File: config.mk
export PLATFORM = sky130hd
export DESIGN_NAME = vga_fb_scheduler
export DESIGN_NICKNAME = d
export VERILOG_FILES = /design/src/rtl/vga_fb_scheduler.sv
export SDC_FILE = /design/constraint.sdc
export NUM_CORES = 1
export LEC_CHECK = 0
export BUFFER_PORTS_ARGS = -buffer_cell sky130_fd_sc_hd__buf_2
export CORE_MARGIN = 2
export CORE_UTILIZATION = 55
export CTS_BUF_LIST = sky130_fd_sc_hd__clkbuf_2
export DETAILED_ROUTE_END_ITERATION = 8
export PLACE_DENSITY_LB_ADDON = 0.1
export SYNTH_ARGS = -nofsm -noshare
export SYNTH_HDL_FRONTEND = slang
export SYNTH_SLANG_ARGS = --single-unit
File: constraint.sdc
create_clock -name CLOCK_50 -period 3.7 [get_ports CLOCK_50]
set_input_delay 0.37 -clock CLOCK_50 [delete_from_list [all_inputs] [get_ports CLOCK_50]]
set_output_delay 0.37 -clock CLOCK_50 [all_outputs]
set_load 0.01 [all_outputs]
File: src/rtl/vga_fb_scheduler.sv
`default_nettype none
// +--------------------------------------------------------------------------+
// | Module     : vga_fb_scheduler                                            |
// | Purpose    : Owns the single-port RGB332 framebuffer RAM port. Serves    |
// |              scan-position reads for the video driver with a fixed       |
// |              3-cycle latency, a whole-buffer clear-fill engine and host  |
// |              pixel writes. Priority: display read > fill > host write.   |
// | Ports      : CLOCK_50, reset_n    clock / async active-low reset        |
// |              x, y -> r, g, b      scan position in, 24-bit colour out   |
// |              wr_*                 host write valid/ready handshake      |
// |              fill_start/color/busy  clear-fill control                  |
// |              mem_*                registered RAM command, 1-cycle rdata  |
// | Revision   : 1.0 - initial release                                       |
// +--------------------------------------------------------------------------+
module vga_fb_scheduler #(
   parameter int WIDTH  = 640,
   parameter int HEIGHT = 480,
   parameter int ADDR_W = 19
) (
   input  logic              CLOCK_50,
   input  logic              reset_n,
   input  logic [9:0]        x,
   input  logic [8:0]        y,
   output logic [7:0]        r,
   output logic [7:0]        g,
   output logic [7:0]        b,
   input  logic              wr_valid,
   output logic              wr_ready,
   input  logic [9:0]        wr_x,
   input  logic [8:0]        wr_y,
   input  logic [7:0]        wr_data,
   input  logic              fill_start,
   input  logic [7:0]        fill_color,
   output logic              fill_busy,
   output logic [ADDR_W-1:0] mem_addr,
   output logic              mem_we,
   output logic [7:0]        mem_wdata,
   output logic              mem_en,
   input  logic [7:0]        mem_rdata
);

   localparam logic [9:0]      X_LIM    = 10'(WIDTH);
   localparam logic [8:0]      Y_LIM    = 9'(HEIGHT);
   // One bit wider than the address so a buffer filling the whole address
   // space still has a distinct "finished" count.
   localparam logic [ADDR_W:0] FILL_LEN = (ADDR_W+1)'(WIDTH * HEIGHT);

   typedef enum logic [0:0] {
      ST_IDLE = 1'b0,
      ST_FILL = 1'b1
   } fill_state_t;

   fill_state_t       state;
   logic [18:0]       last_xy;
   logic [ADDR_W:0]   fill_cnt;
   logic [7:0]        fill_val;
   logic              disp_v1, disp_in1, disp_v2, disp_in2;

   logic              disp_req, disp_in, wr_in, fill_go, wr_fire;
   logic [ADDR_W-1:0] disp_addr, wr_addr;

   function automatic logic [ADDR_W-1:0] pix_addr(input logic [9:0] px,
                                                  input logic [8:0] py);
      return ADDR_W'(py) * ADDR_W'(WIDTH) + ADDR_W'(px);
   endfunction

   function automatic logic [23:0] expand(input logic [7:0] p);
      return {p[7:5], p[7:5], p[7:6], p[4:2], p[4:2], p[4:3], {4{p[1:0]}}};
   endfunction

   always_comb begin
      disp_req  = ({x, y} != last_xy);
      disp_in   = (x < X_LIM) && (y < Y_LIM);
      wr_in     = (wr_x < X_LIM) && (wr_y < Y_LIM);
      disp_addr = pix_addr(x, y);
      wr_addr   = pix_addr(wr_x, wr_y);
      // A fill starting on this edge takes precedence over a host write.
      fill_go   = fill_start && (state == ST_IDLE);
      wr_ready  = reset_n && !disp_req && !fill_busy && !fill_go;
      wr_fire   = wr_valid && wr_ready;
   end

   always_ff @(posedge CLOCK_50 or negedge reset_n) begin
      if (!reset_n) begin
         state     <= ST_IDLE;
         last_xy   <= '1;
         fill_cnt  <= '0;
         fill_val  <= '0;
         fill_busy <= 1'b0;
         disp_v1   <= 1'b0;
         disp_in1  <= 1'b0;
         disp_v2   <= 1'b0;
         disp_in2  <= 1'b0;
         r         <= '0;
         g         <= '0;
         b         <= '0;
         mem_en    <= 1'b0;
         mem_we    <= 1'b0;
         mem_addr  <= '0;
         mem_wdata <= '0;
      end else begin
         last_xy  <= {x, y};

         // Display pipeline: request -> RAM cycle -> rdata capture.
         disp_v1  <= disp_req;
         disp_in1 <= disp_req && disp_in;
         disp_v2  <= disp_v1;
         disp_in2 <= disp_in1;
         if (disp_v2) begin
            {r, g, b} <= disp_in2 ? expand(mem_rdata) : 24'h0;
         end

         // Slot arbitration for the next cycle.
         mem_en <= 1'b0;
         mem_we <= 1'b0;
         if (disp_req) begin
            mem_en   <= disp_in;
            mem_addr <= disp_addr;
         end else if ((state == ST_FILL) && (fill_cnt != FILL_LEN)) begin
            mem_en    <= 1'b1;
            mem_we    <= 1'b1;
            mem_addr  <= fill_cnt[ADDR_W-1:0];
            mem_wdata <= fill_val;
            fill_cnt  <= fill_cnt + 1'b1;
         end else if (wr_fire) begin
            // Out-of-range writes complete the handshake but touch nothing.
            mem_en    <= wr_in;
            mem_we    <= wr_in;
            mem_addr  <= wr_addr;
            mem_wdata <= wr_data;
         end

         // Fill FSM: busy drops on the edge after the last write is issued.
         case (state)
            ST_IDLE: begin
               if (fill_start) begin
                  state     <= ST_FILL;
                  fill_busy <= 1'b1;
                  fill_val  <= fill_color;
                  fill_cnt  <= '0;
               end
            end
            ST_FILL: begin
               if (fill_cnt == FILL_LEN) begin
                  state     <= ST_IDLE;
                  fill_busy <= 1'b0;
               end
            end
            default: begin
               state     <= ST_IDLE;
               fill_busy <= 1'b0;
            end
         endcase
      end
   end

endmodule
`default_nettype wire

Yosys cells after proc, flatten, opt, wreduce, memory -nomap -nowiden. Cells that the tools add are included.

Input bits: 66. Logic and storage cells: 69. Register bits: 106. Output and inout port bits: 55.

Multiplexer cells: 20. Multipliers: 2. $add $sub $neg: 3. Bitwise logic cells: 2. Equality and inequality tests: 5. Reductions and logical operators: 17. Order comparisons: 4.

Operator list (number): $mux W20 (4); $mux W19 (3); $add A19 B10 Y19 (2); $mul A9 B3 Y12 const B (2); $mux W24 (1); $add A20 B1 Y20 const B (1); $eq A20 B19 Y1 const B (1); $lt A10 B10 Y1 const B (2); $ne A20 B19 Y1 const B (1); $ne A19 B19 Y1 (1); $lt A9 B9 Y1 const B (2); $mux W8 (2); $logic_and A1 B1 Y1 (9); $mux W1 (8); $reduce_and A2 Y1 (3); $pmux W1 S2 (2); $logic_not A1 Y1 (3); $reduce_bool A3 Y1 (1); $ne A2 B1 Y1 const B (1); $ne A2 B2 Y1 const B (1); $not A1 Y1 (2); $reduce_bool A2 Y1 (1).

Logic depth before layout (Yosys ltp). Gate-level depths: netlist of run 1.

Word-level depth: 9. Mapped depth: 10. Depth with buffers taken out: 10.

Worst setup path after synthesis of run 1. No wires, ideal clock.

Path type: input -> register. Start: input y[1]. End: register mem_addr[18]. Cell stages on the path: 9. Slack: 0.948 ns. Data required time: 3.613 ns. Library setup time: 0.087 ns. Buffers on the path: 0. Data arrival time: 2.665 ns. Path through: ha_1 -> ha_1 -> fa_1 -> a211oi_1 -> nor2_1 -> xor2_1 -> nand4b_1 -> or3b_2 -> a211oi_2.

Longest elaborated chain between the ends: 7. Elaborated cells on any way between the ends: 10. Those cells by class: add/sub: 1; mul: 1; eq/ne: 1; mux: 1; reduce/logical: 6.

Ends and longest elaborated chain: from (decl) (RTL line 23) `input logic [8:0] y,`; parallel branches: the longest is 7 deep, another holds $add A19 B10 Y19; to (signal assigned) (RTL line 118) `mem_addr <= disp_addr;`; to (signal assigned) (RTL line 122) `mem_addr <= fill_cnt[ADDR_W-1:0];`; to (signal assigned) (RTL line 129) `mem_addr <= wr_addr;`; to (decl) (RTL line 35) `output logic [ADDR_W-1:0] mem_addr,`.

Several ways; the timed one is not identified. A chain may end at the register's enable or synchronous reset.

Worst setup path in the final report of run 1.
Start: input x[9]. End: output wr_ready.

Longest elaborated chain between the ends: 5.

Ends and longest elaborated chain: from (decl) (RTL line 22) `input logic [9:0] x,`; $ne A19 B19 Y1 (RTL line 72) `disp_req = ({x, y} != last_xy);`; $logic_not A1 Y1 (RTL line 79) `wr_ready = reset_n && !disp_req && !fill_busy && !fill_go;`; $logic_and A1 B1 Y1 (3 in a row) (RTL line 79); to (decl) (RTL line 28) `output logic wr_ready,`.

No other way between the ends.

==> results.toml, run 1 <==
[die]
fp.coreArea_um2 = 9770
area_enclosed_by_the_die_boundary_um2 = 10900
start_util = 0.569
ios = 121
die_h_um = 105
rows = 36
chipWidth_um = 105

[critical_path]
worst_setup_path_start_kind = "primary input"
critical_path.cell_chain = "dlygate4sd3_1 -> buf_2 -> xor2_1 -> nor4_4 -> nand4_4 -> nor2_2 -> inv_1 -> nor4b_1 -> buf_2"
path_buf_inv = 4
worst-r2r-setup-slack_ps = 1030
reg2reg_from = "fill_cnt[4]"
cp_data_arrival_time_ps = 2900
r2r-end = "mem_addr[17]"
critical_path_peak_fanout = 23
critical-path-slowest-cell = "sky130_fd_sc_hd__dlygate4sd3_1"
crit_path_max_incr_delay_ps = 530
worstPathRequired_ps = 3330
critical_path_class = "primary input to primary output"
kind_of_cell_adding_the_most_delay_to_the_critical_path = "buffers and inverters"
critical-path-top-cell-by-count = "sky130_fd_sc_hd__buf_2"
endpoint_kind_of_the_worst_setup_timing_path = "primary output"
ff2ff_path_depth = 6

[placed_design]
placedInstanceArea_um2 = 6180
gp_congestion = 0.849
detailed_place_hpwl_um = 10200
number_of_input_and_output_port_buffers_inserted = 120
place.detailed.instances = 811

[yosys]
ys_warn_count = 0
synth_cell_types = 57
synth_top_cells_by_area = "sky130_fd_sc_hd__dfrtp_1, sky130_fd_sc_hd__dfstp_2, sky130_fd_sc_hd__ha_1"
postSynthAreaPerCell_um2 = 9.43
number_of_register_bits_inferred_by_synthesis = 90
yosys.area.top_type_share = 0.319
synth.yosys.seq_area_share = 0.409
synth-main-ff-cell = "sky130_fd_sc_hd__dfrtp_1"
synth_top_cell_by_area = "sky130_fd_sc_hd__dfrtp_1"
synthesis.area_um2 = 5560
postSynthNetCount = 696
synth_enable_flop_cells = 0
post_synth_inst_count = 590
synthArstFlopShare = 1.00

[clock_tree]
cts_repair_resize_count = 0
clk_path_buf_depth = 2
worst_setup_hold_path_clk_slew_ps = 230
post_cts.repair.setup_buffers = 0
cts_num_sinks = 90
clock_tree_from_tritoncts = "yes"
cts-buffers-inserted = 9
clkLatencyLatePin_ps = 590
cts-htree-levels = 3
cts_hold_buffers = 36
root_buffer = "sky130_fd_sc_hd__clkbuf_2"

[power]
intPower_mw = 1.38
sequentialPowerShare = 0.536
pwr_density_cell_nw_per_um2 = 308
static-leakage-power_nw = 3.16
sw_frac_of_total = 0.325
net-switching-power_mw = 0.663
power.share.clock = 0.201
irDropWorstVdd_mv = 0.235
p_comb_frac = 0.263
total_power_mw = 2.04

[routing]
detail_route.drc_violations = 0
avgRoutedWirePerCell_um = 16.3
dr_total_vias = 4790
post_drt_via_cell_ratio = 5.56
firstDrtPassIters = 4
drt-initial-drc-count = 278
drt-total-wl_um = 14100
postRouteAntennaNets = 0

[global_routing]
grt_pass1_vias = 4725
grt_start_max_net_pins = 74
overall_fraction_of_global_route_tracks_in_use = 0.265
grt-ovfl-total = 0
antenna_found_initial = 0
grt_first_pass_wirelength_um = 23100

[timing]
timing_hold_violations_final = 0
setup_tns_ps = 0
final_setup_viols = 0
clock_skew_ps = 38.2
fmax_mhz = 306
timing.final.max_slew_violations = 0
setup_repair_after_global_routing_missed_its_margin = "no"
worst_slew_pin_slew_ps = 1080
portion_of_the_clock_cycle_consumed_by_the_worst_path_in_the_final_layout = 0.883
max_slew_margin = 0.276
post-route-min-period_ps = 3270

[worst_hold_path]
whs_path_depth = 3
worstHoldEndpoint = "mem_wdata[0]"
min_path_type = "primary input to register"
holdCritStartpoint = "wr_data[0]"

[finish]
final_cell_mix = "sky130_fd_sc_hd__buf_2, sky130_fd_sc_hd__nand2_1, sky130_fd_sc_hd__dfrtp_1, sky130_fd_sc_hd__a21oi_1, sky130_fd_sc_hd__nor2_1"
mostFrequentLayoutCell = "sky130_fd_sc_hd__buf_2"
finalInstanceArea_um2 = 6610
layout-drive-gt1-share = 0.247
finalNonFillerCells = 862
final_util = 0.677
net_total_in_the_final_layout = 831
antennaDiodeCount = 0
area_growth_syn_to_layout_pct = 18.9

[outcome]
result_of_the_run = "complete, no violations"

[flow_run]
max-cap-violations = 0
==> state kept, by name, summed over array words and instances, names as in the netlist, 2 cells and up <==
register / flops
mem_wdata: 8
mem_addr: 19
fill_cnt: 20
fill_val: 8
last_xy: 19
b: 2
g: 3
r: 3
==> stage by stage <==
step           hold WS [ps]  setup slack (ps)
2_1_floorplan          74.4               948
3_3_place_gp            274               691
3_5_place_dp            275               634
4_1_cts                26.2               362
5_1_grt                30.5               265
6_report               62.3               433
==> per-layer routing <==
layer,GRT usage,part of all wire,vias up
met5,0,0,-
met4,0.0819,0.022,0
met3,0.0580,0.041,26
met2,0.455,0.51,124
met1,0.336,0.43,2307
li1,-,-,2333
==> synth_stat cells, types with 4 or more instances <==
library cell,instances
sky130_fd_sc_hd__a21oi_1,45
sky130_fd_sc_hd__a21o_1,6
sky130_fd_sc_hd__o211ai_1,8
sky130_fd_sc_hd__a31oi_1,4
sky130_fd_sc_hd__inv_1,24
sky130_fd_sc_hd__o22ai_1,11
sky130_fd_sc_hd__dfrtp_1,71
sky130_fd_sc_hd__clkbuf_1,16
sky130_fd_sc_hd__nand3_1,22
sky130_fd_sc_hd__and2_1,5
sky130_fd_sc_hd__nor4_4,5
sky130_fd_sc_hd__nor2_1,41
sky130_fd_sc_hd__o21ai_0,35
sky130_fd_sc_hd__fa_1,4
sky130_fd_sc_hd__a211oi_1,5
sky130_fd_sc_hd__dfstp_2,19
sky130_fd_sc_hd__xor2_1,34
sky130_fd_sc_hd__and3_1,10
sky130_fd_sc_hd__nand4_1,9
sky130_fd_sc_hd__nand2_1,76
sky130_fd_sc_hd__buf_4,17
sky130_fd_sc_hd__or3_1,5
sky130_fd_sc_hd__nand4b_1,5
sky130_fd_sc_hd__nor2b_1,5
sky130_fd_sc_hd__xnor2_1,21
sky130_fd_sc_hd__ha_1,36
sky130_fd_sc_hd__or2_2,4
sky130_fd_sc_hd__nor3_1,5
==> worst min-delay path: stages <==
cell                      delay [ps]
sky130_fd_sc_hd__buf_2           100
sky130_fd_sc_hd__o22ai_1         100
sky130_fd_sc_hd__a21oi_1          80
==> worst max-delay path by stage <==
stage,to,start,cells past startpoint
after floorplan,mem_addr[18],y[1],9
after global placement,mem_addr[18],y[1],10
after detailed placement,mem_addr[18],y[1],10
after CTS,wr_ready,last_xy[18],7
after global routing,wr_ready,last_xy[18],7
final,wr_ready,x[9],9
==> cell families (layout without fill, tap and decap cells) <==
| family | Yosys count | after routing | synth area share |
|---|---|---|---|
| flops | 90 | 90 | 0.409 |
| compound gates | 131 | 131 | 0.144 |
| mux | 2 | 2 | 0.00360 |
| simple gates | 210 | 210 | 0.204 |
| xor+xnor | 55 | 55 | 0.0866 |
| fa+ha+maj | 40 | 40 | 0.0954 |
| buf+inv | 62 | 201 | 0.0567 |
==> power by group through the flow <==
stage                     Combinational (mW)  Sequential [mW]  Clock, mW
after floorplan                        0.310             1.12          0
after global placement                 0.494             1.11          0
after detailed placement               0.505             1.11          0
after CTS                              0.537             1.09      0.428
after global routing                   0.595             1.10      0.465
final                                  0.536             1.09      0.410
==> final cells by class <==
type	instances	area, um2
tap	133	166
fill	824	3160
clock buffer	11	55.1
inverter	24	90.1
multi-input combinational	438	3000
clock inverter	4	20.0
timing repair buffer	162	1010
sequential	90	2280
Note: power is estimated with default switching activity, not from simulation.
==> run 2: changes to the inputs <==
CORE_MARGIN = 8   (was 2)
CORE_UTILIZATION = 51   (was 55)
clock period = 2.7 ns   (was 3.7 ns; I/O delays follow)
==> run 2 against run 1 <==
Final cell count up 5.9%. Highest routed layer unchanged. Setup slack worse by 400 ps. Worst hold slack better by 5.8 ps. Register-to-register slack worse by 890 ps. Global-route usage down 4.6 points. Largest power group unchanged. Power up 47%. Die area up 33%. Sequential cell count unchanged.
==> results.toml, run 2 (synthesis results as in run 1) <==
[outcome]
result_of_the_run = "complete, no violations"

[placed_design]
number_of_input_and_output_port_buffers_inserted = 120
place.detailed.instances = 847
placedInstanceArea_um2 = 6400
detailed_place_hpwl_um = 11500
gp_congestion = 0.877
minimum_setup_slack_after_placement_ps = -183

[timing]
setup_tns_ps = 0
finalHoldWorstSlack_ps = 68.1
post-route-worst-setup-slack_ps = 29.2
worst_slew_pin_slew_ps = 1070
timing.final.max_slew_violations = 0
fmax_mhz = 374
portion_of_the_clock_cycle_consumed_by_the_worst_path_in_the_final_layout = 0.989
final_setup_viols = 0
setup_repair_after_global_routing_missed_its_margin = "yes"
post-route-min-period_ps = 2670
max_slew_margin = 0.283
clock_skew_ps = 31.9
timing_hold_violations_final = 0

[finish]
mostFrequentLayoutCell = "sky130_fd_sc_hd__buf_2"
finalInstanceArea_um2 = 7030
final_cell_mix = "sky130_fd_sc_hd__buf_2, sky130_fd_sc_hd__nand2_1, sky130_fd_sc_hd__dfrtp_1, sky130_fd_sc_hd__dlygate4sd3_1, sky130_fd_sc_hd__a21oi_1"
layout-drive-gt1-share = 0.285
net_total_in_the_final_layout = 873
final_util = 0.654
max_flop_register = "fill_cnt"
finalNonFillerCells = 913
flip_flop_count_of_the_largest_register_all_copies_and_words_added = 20
biggestRegsByFlops = "fill_cnt x20, last_xy x19, mem_addr x19"
area_growth_syn_to_layout_pct = 26.4

[clock_tree]
root_buffer = "sky130_fd_sc_hd__clkbuf_2"
cts_num_sinks = 90
worst_setup_hold_path_clk_slew_ps = 240
clock_tree_from_tritoncts = "yes"
clk_path_buf_depth = 2
cts-htree-levels = 3
cts-buffers-inserted = 9
clkLatencyLatePin_ps = 580

[routing]
dr_total_vias = 4969
avgRoutedWirePerCell_um = 17.0
firstDrtPassIters = 4
drt-initial-drc-count = 277
detail_route.drc_violations = 0
drt-total-wl_um = 15500
postRouteAntennaNets = 0
post_drt_via_cell_ratio = 5.44

[die]
rows = 38
chipWidth_um = 120
area_enclosed_by_the_die_boundary_um2 = 14500
die_h_um = 120
fp.coreArea_um2 = 10700
ios = 121
start_util = 0.518

[power]
pwr_density_cell_nw_per_um2 = 425
intPower_mw = 2.04
p_comb_frac = 0.271
sw_frac_of_total = 0.318
sequentialPowerShare = 0.501
total_power_mw = 2.99
static-leakage-power_nw = 3.39
net-switching-power_mw = 0.951
power.share.clock = 0.228
irDropWorstVdd_mv = 0.348

[critical_path]
cp_data_arrival_time_ps = 2400
critical_path_class = "register to primary output"
worst_setup_path_start_kind = "register"
worstPathRequired_ps = 2430
endpoint_kind_of_the_worst_setup_timing_path = "primary output"
critical_path_peak_fanout = 2

[flow_run]
max-cap-violations = 0

[global_routing]
grt_first_pass_wirelength_um = 25500
overall_fraction_of_global_route_tracks_in_use = 0.219
grt_pass1_vias = 5200
grt-ovfl-total = 0
antenna_found_initial = 1
grt_start_max_net_pins = 69

[worst_hold_path]
min_path_type = "primary input to register"
==> run 2: cell count changes in the layout (fill, tap and decap cells not counted), sizes merged <==
cell / change
diode: +1
dlygate4sd3: +9
buf: +33
clkinvlp: -1
bufinv: +1
clkbuf: -1
clkinv: +2
==> run 2: worst max-delay path, stage by stage, from the launching register on <==
cell and delay [ps]:
sky130_fd_sc_hd__dfstp_2 590, sky130_fd_sc_hd__xor2_1 100, sky130_fd_sc_hd__nor4_4 340, sky130_fd_sc_hd__nand4_4 200, sky130_fd_sc_hd__nor2_4 140, sky130_fd_sc_hd__inv_2 60
sky130_fd_sc_hd__nor4b_4 230, sky130_fd_sc_hd__buf_2 180
==> run 2: area by class of cell <==
type                    count  area (um2)
diodes                      1        2.50
clock buffers              10        50.0
clock inverters             6        57.6
fillers                   928        3710
inverters                  24        90.1
multi-input cells         438        3030
flip-flops and latches     90        2280
well taps                 140         175
repair buffers            204        1350
==> run 2: layer usage <==
| layer | wire (um) | vias up | track usage |
|---|---|---|---|
| met5 | 0 | - | 0 |
| met4 | 337 | 0 | 0.0788 |
| met3 | 720 | 23 | 0.0471 |
| met2 | 7800 | 123 | 0.369 |
| met1 | 6630 | 2406 | 0.271 |
| li1 | - | 2417 | - |
==> run 2: worst paths after layout <==
kind	to	start	cells after the start	slack (ps)
setup / recovery	wr_ready	last_xy[18]	7	30
hold / removal	mem_addr[5]	wr_x[5]	5	70
setup reg to reg	mem_wdata[4]	last_xy[18]	7	140
hold reg to reg	disp_in2	disp_in1	0	380
max in group asynchronous	g[6]	reset_n	3	1460
min in group asynchronous	fill_cnt[19]	reset_n	2	100
==> run 2: power groups by stage <==
stage / clock network, mW / registers, mW / logic [mW]
2_1_floorplan: 0 / 1.53 / 0.425
3_3_place_gp: 0 / 1.52 / 0.746
3_5_place_dp: 0 / 1.52 / 0.759
4_1_cts: 0.706 / 1.50 / 0.816
5_1_grt: 0.751 / 1.51 / 0.906
6_report: 0.682 / 1.50 / 0.811
==> run 2: repair_timing <==
| item | 4_1_cts | 5_1_grt |
|---|---|---|
| endpoints found under the hold margin | 73 | 0 |
| hold buffers | 45 | 0 |
| resized for setup | 5 | 2 |
| setup endpoints to repair | 1 | 7 |
| setup buffers | 3 | 1 |
| pin swaps | 4 | 4 |
==> run 3: changes to the inputs <==
BUFFER_PORTS_ARGS = unset   (was -buffer_cell sky130_fd_sc_hd__buf_2)
CORE_UTILIZATION = 55   (was 51)
DONT_BUFFER_PORTS = 1   (was unset)
==> run 3 against run 2 <==
Final area down 8.6%. Worst hold slack worse by 36 ps. Count of clock-buffer cells in the layout unchanged. Clock skew down 2.3 ps. Critical path depth unchanged. Setup slack better by 8.9 ps. Register-to-register slack better by 70 ps. Sequential share of layout area up 3.1 points. Wire length down 3.5%. Largest power group unchanged. Fmax up 0.34%. Die area down 6.3%. Via count down 8.3%.
==> results.toml, run 3 (synthesis results as in run 1) <==
[die]
start_util = 0.567
chipWidth_um = 117
fp.coreArea_um2 = 9820
ios = 121
area_enclosed_by_the_die_boundary_um2 = 13600
die_h_um = 117
rows = 36

[timing]
max_slew_margin = 0.389
worst_slew_pin_slew_ps = 905
portion_of_the_clock_cycle_consumed_by_the_worst_path_in_the_final_layout = 0.986
timing_hold_violations_final = 0
timing.final.max_slew_violations = 0
post-route-min-period_ps = 2660
clock_skew_ps = 29.6
fmax_mhz = 376
final_setup_viols = 0
setup_repair_after_global_routing_missed_its_margin = "yes"

[finish]
mostFrequentLayoutCell = "sky130_fd_sc_hd__nand2_1"
final_cell_mix = "sky130_fd_sc_hd__nand2_1, sky130_fd_sc_hd__dfrtp_1, sky130_fd_sc_hd__dlygate4sd3_1, sky130_fd_sc_hd__a21oi_1, sky130_fd_sc_hd__nor2_1"
antennaDiodeCount = 0
flip_flop_count_of_the_largest_register_all_copies_and_words_added = 20
finalInstanceArea_um2 = 6430
finalNonFillerCells = 782
net_total_in_the_final_layout = 750
area_growth_syn_to_layout_pct = 15.5
max_flop_register = "fill_cnt"
layout_fillers = 843
biggestRegsByFlops = "fill_cnt x20, last_xy x19, mem_addr x19"
layout-drive-gt1-share = 0.131

[clock_tree]
clk_path_buf_depth = 2
cts-buffers-inserted = 9
root_buffer = "sky130_fd_sc_hd__clkbuf_2"
cts_num_sinks = 90
cts-htree-levels = 3
clkLatencyLatePin_ps = 590
worst_setup_hold_path_clk_slew_ps = 250
clock_tree_from_tritoncts = "yes"

[routing]
drt-initial-drc-count = 354
postRouteAntennaNets = 0
detail_route.drc_violations = 0
firstDrtPassIters = 4
dr_total_vias = 4556
drt-total-wl_um = 14900
post_drt_via_cell_ratio = 5.83
avgRoutedWirePerCell_um = 19.1

[placed_design]
placedInstanceArea_um2 = 5690
detailed_place_hpwl_um = 10400
gp_congestion = 0.890
number_of_input_and_output_port_buffers_inserted = 0
place.detailed.instances = 706

[global_routing]
grt_start_max_net_pins = 91
grt_pass1_vias = 4642
antenna_found_initial = 0
overall_fraction_of_global_route_tracks_in_use = 0.231
grt_first_pass_wirelength_um = 24200
grt-ovfl-total = 0

[critical_path]
worst_setup_path_start_kind = "register"
critical_path_peak_fanout = 2
worstPathRequired_ps = 2430
reg2reg_from = "fill_cnt[16]"
crit_path_start = "last_xy[8]"
cp_data_arrival_time_ps = 2390
endpoint_kind_of_the_worst_setup_timing_path = "primary output"
critical_path_class = "register to primary output"

[outcome]
result_of_the_run = "complete, no violations"

[power]
intPower_mw = 1.85
sequentialPowerShare = 0.559
net-switching-power_mw = 0.914
p_comb_frac = 0.221
sw_frac_of_total = 0.330
power.share.clock = 0.221
irDropWorstVdd_mv = 0.281
static-leakage-power_nw = 2.84
pwr_density_cell_nw_per_um2 = 431

[worst_hold_path]
min_path_type = "primary input to register"
holdCritStartpoint = "y[8]"

[flow_run]
max-cap-violations = 0
[run 3: changes by cell type in the layout (fill, tap and decap cells not counted), moves of 3 or more]
cell / delta
sky130_fd_sc_hd__dlygate4sd3_1: +11
sky130_fd_sc_hd__buf_2: -119
sky130_fd_sc_hd__clkinvlp_4: +4
sky130_fd_sc_hd__buf_4: -16
sky130_fd_sc_hd__clkinv_2: -3
[run 3: worst max-delay path, stage by stage (launching register included)]
cell                      delay [ps]
sky130_fd_sc_hd__dfstp_2         600
sky130_fd_sc_hd__xor2_2          100
sky130_fd_sc_hd__nor4_4          330
sky130_fd_sc_hd__nand4_4         170
sky130_fd_sc_hd__nor2_4          170
sky130_fd_sc_hd__inv_4            60
sky130_fd_sc_hd__nor4b_4         210
sky130_fd_sc_hd__buf_4           160
[run 3: path summary, 6_finish.rpt]
kind	end	slack (ps)	cells past startpoint
max in group asynchronous	last_xy[13]	2090	2
min reg2reg	disp_in2	370	0
min	mem_addr[17]	30	3
max	wr_ready	40	7
min in group asynchronous	g[6]	220	2
max reg2reg	mem_wdata[1]	210	6
[run 3: area by class of cell]
class                           count  area (um2)  share of cell area
Sequential cell                    90        2280               0.354
Clock inverter                      6        42.5             0.00662
Clock buffer                       10        50.0             0.00779
Timing Repair Buffer               81         768               0.120
Tap cell                          133         166              0.0259
Multi-Input combinational cell    438        3030               0.472
Inverter                           24        92.6              0.0144
[run 3: what timing repair did]
action,4_1_cts,5_1_grt
resized for setup,5,2
pin swaps,4,1
endpoints found under the setup margin,1,9
endpoints found under the hold margin,145,1
setup buffers,3,0
hold buffers,55,2
[run 3: per-layer routing]
layer	routed length, um	GRT usage	vias up
li1	-	-	2166
met5	0	0	-
met1	6040	0.276	2233
met2	7670	0.402	132
met4	271	0.0742	0
met3	948	0.0553	25
[run 3: through the flow]
stage          total power, mW  setup WS [ps]  setup TNS [ps]  utilization  hold slack (ps)
2_1_floorplan             1.96           48.2               0            -            -25.6
3_3_place_gp              2.07           12.9               0        0.579            -23.1
3_5_place_dp              2.08          -49.2           -64.9        0.579            -22.8
4_1_cts                   2.79           10.4               0        0.651            0.394
5_1_grt                   2.93           -118            -118        0.654             13.2
6_report                  2.77           38.1               0        0.654             31.8
[run 3: power groups by stage]
stage / sequential [mW] / clock [mW] / combinational [mW]
2_1_floorplan: 1.53 / 0 / 0.425
3_3_place_gp: 1.57 / 0 / 0.493
3_5_place_dp: 1.57 / 0 / 0.503
4_1_cts: 1.55 / 0.629 / 0.612
5_1_grt: 1.56 / 0.678 / 0.689
6_report: 1.55 / 0.610 / 0.611
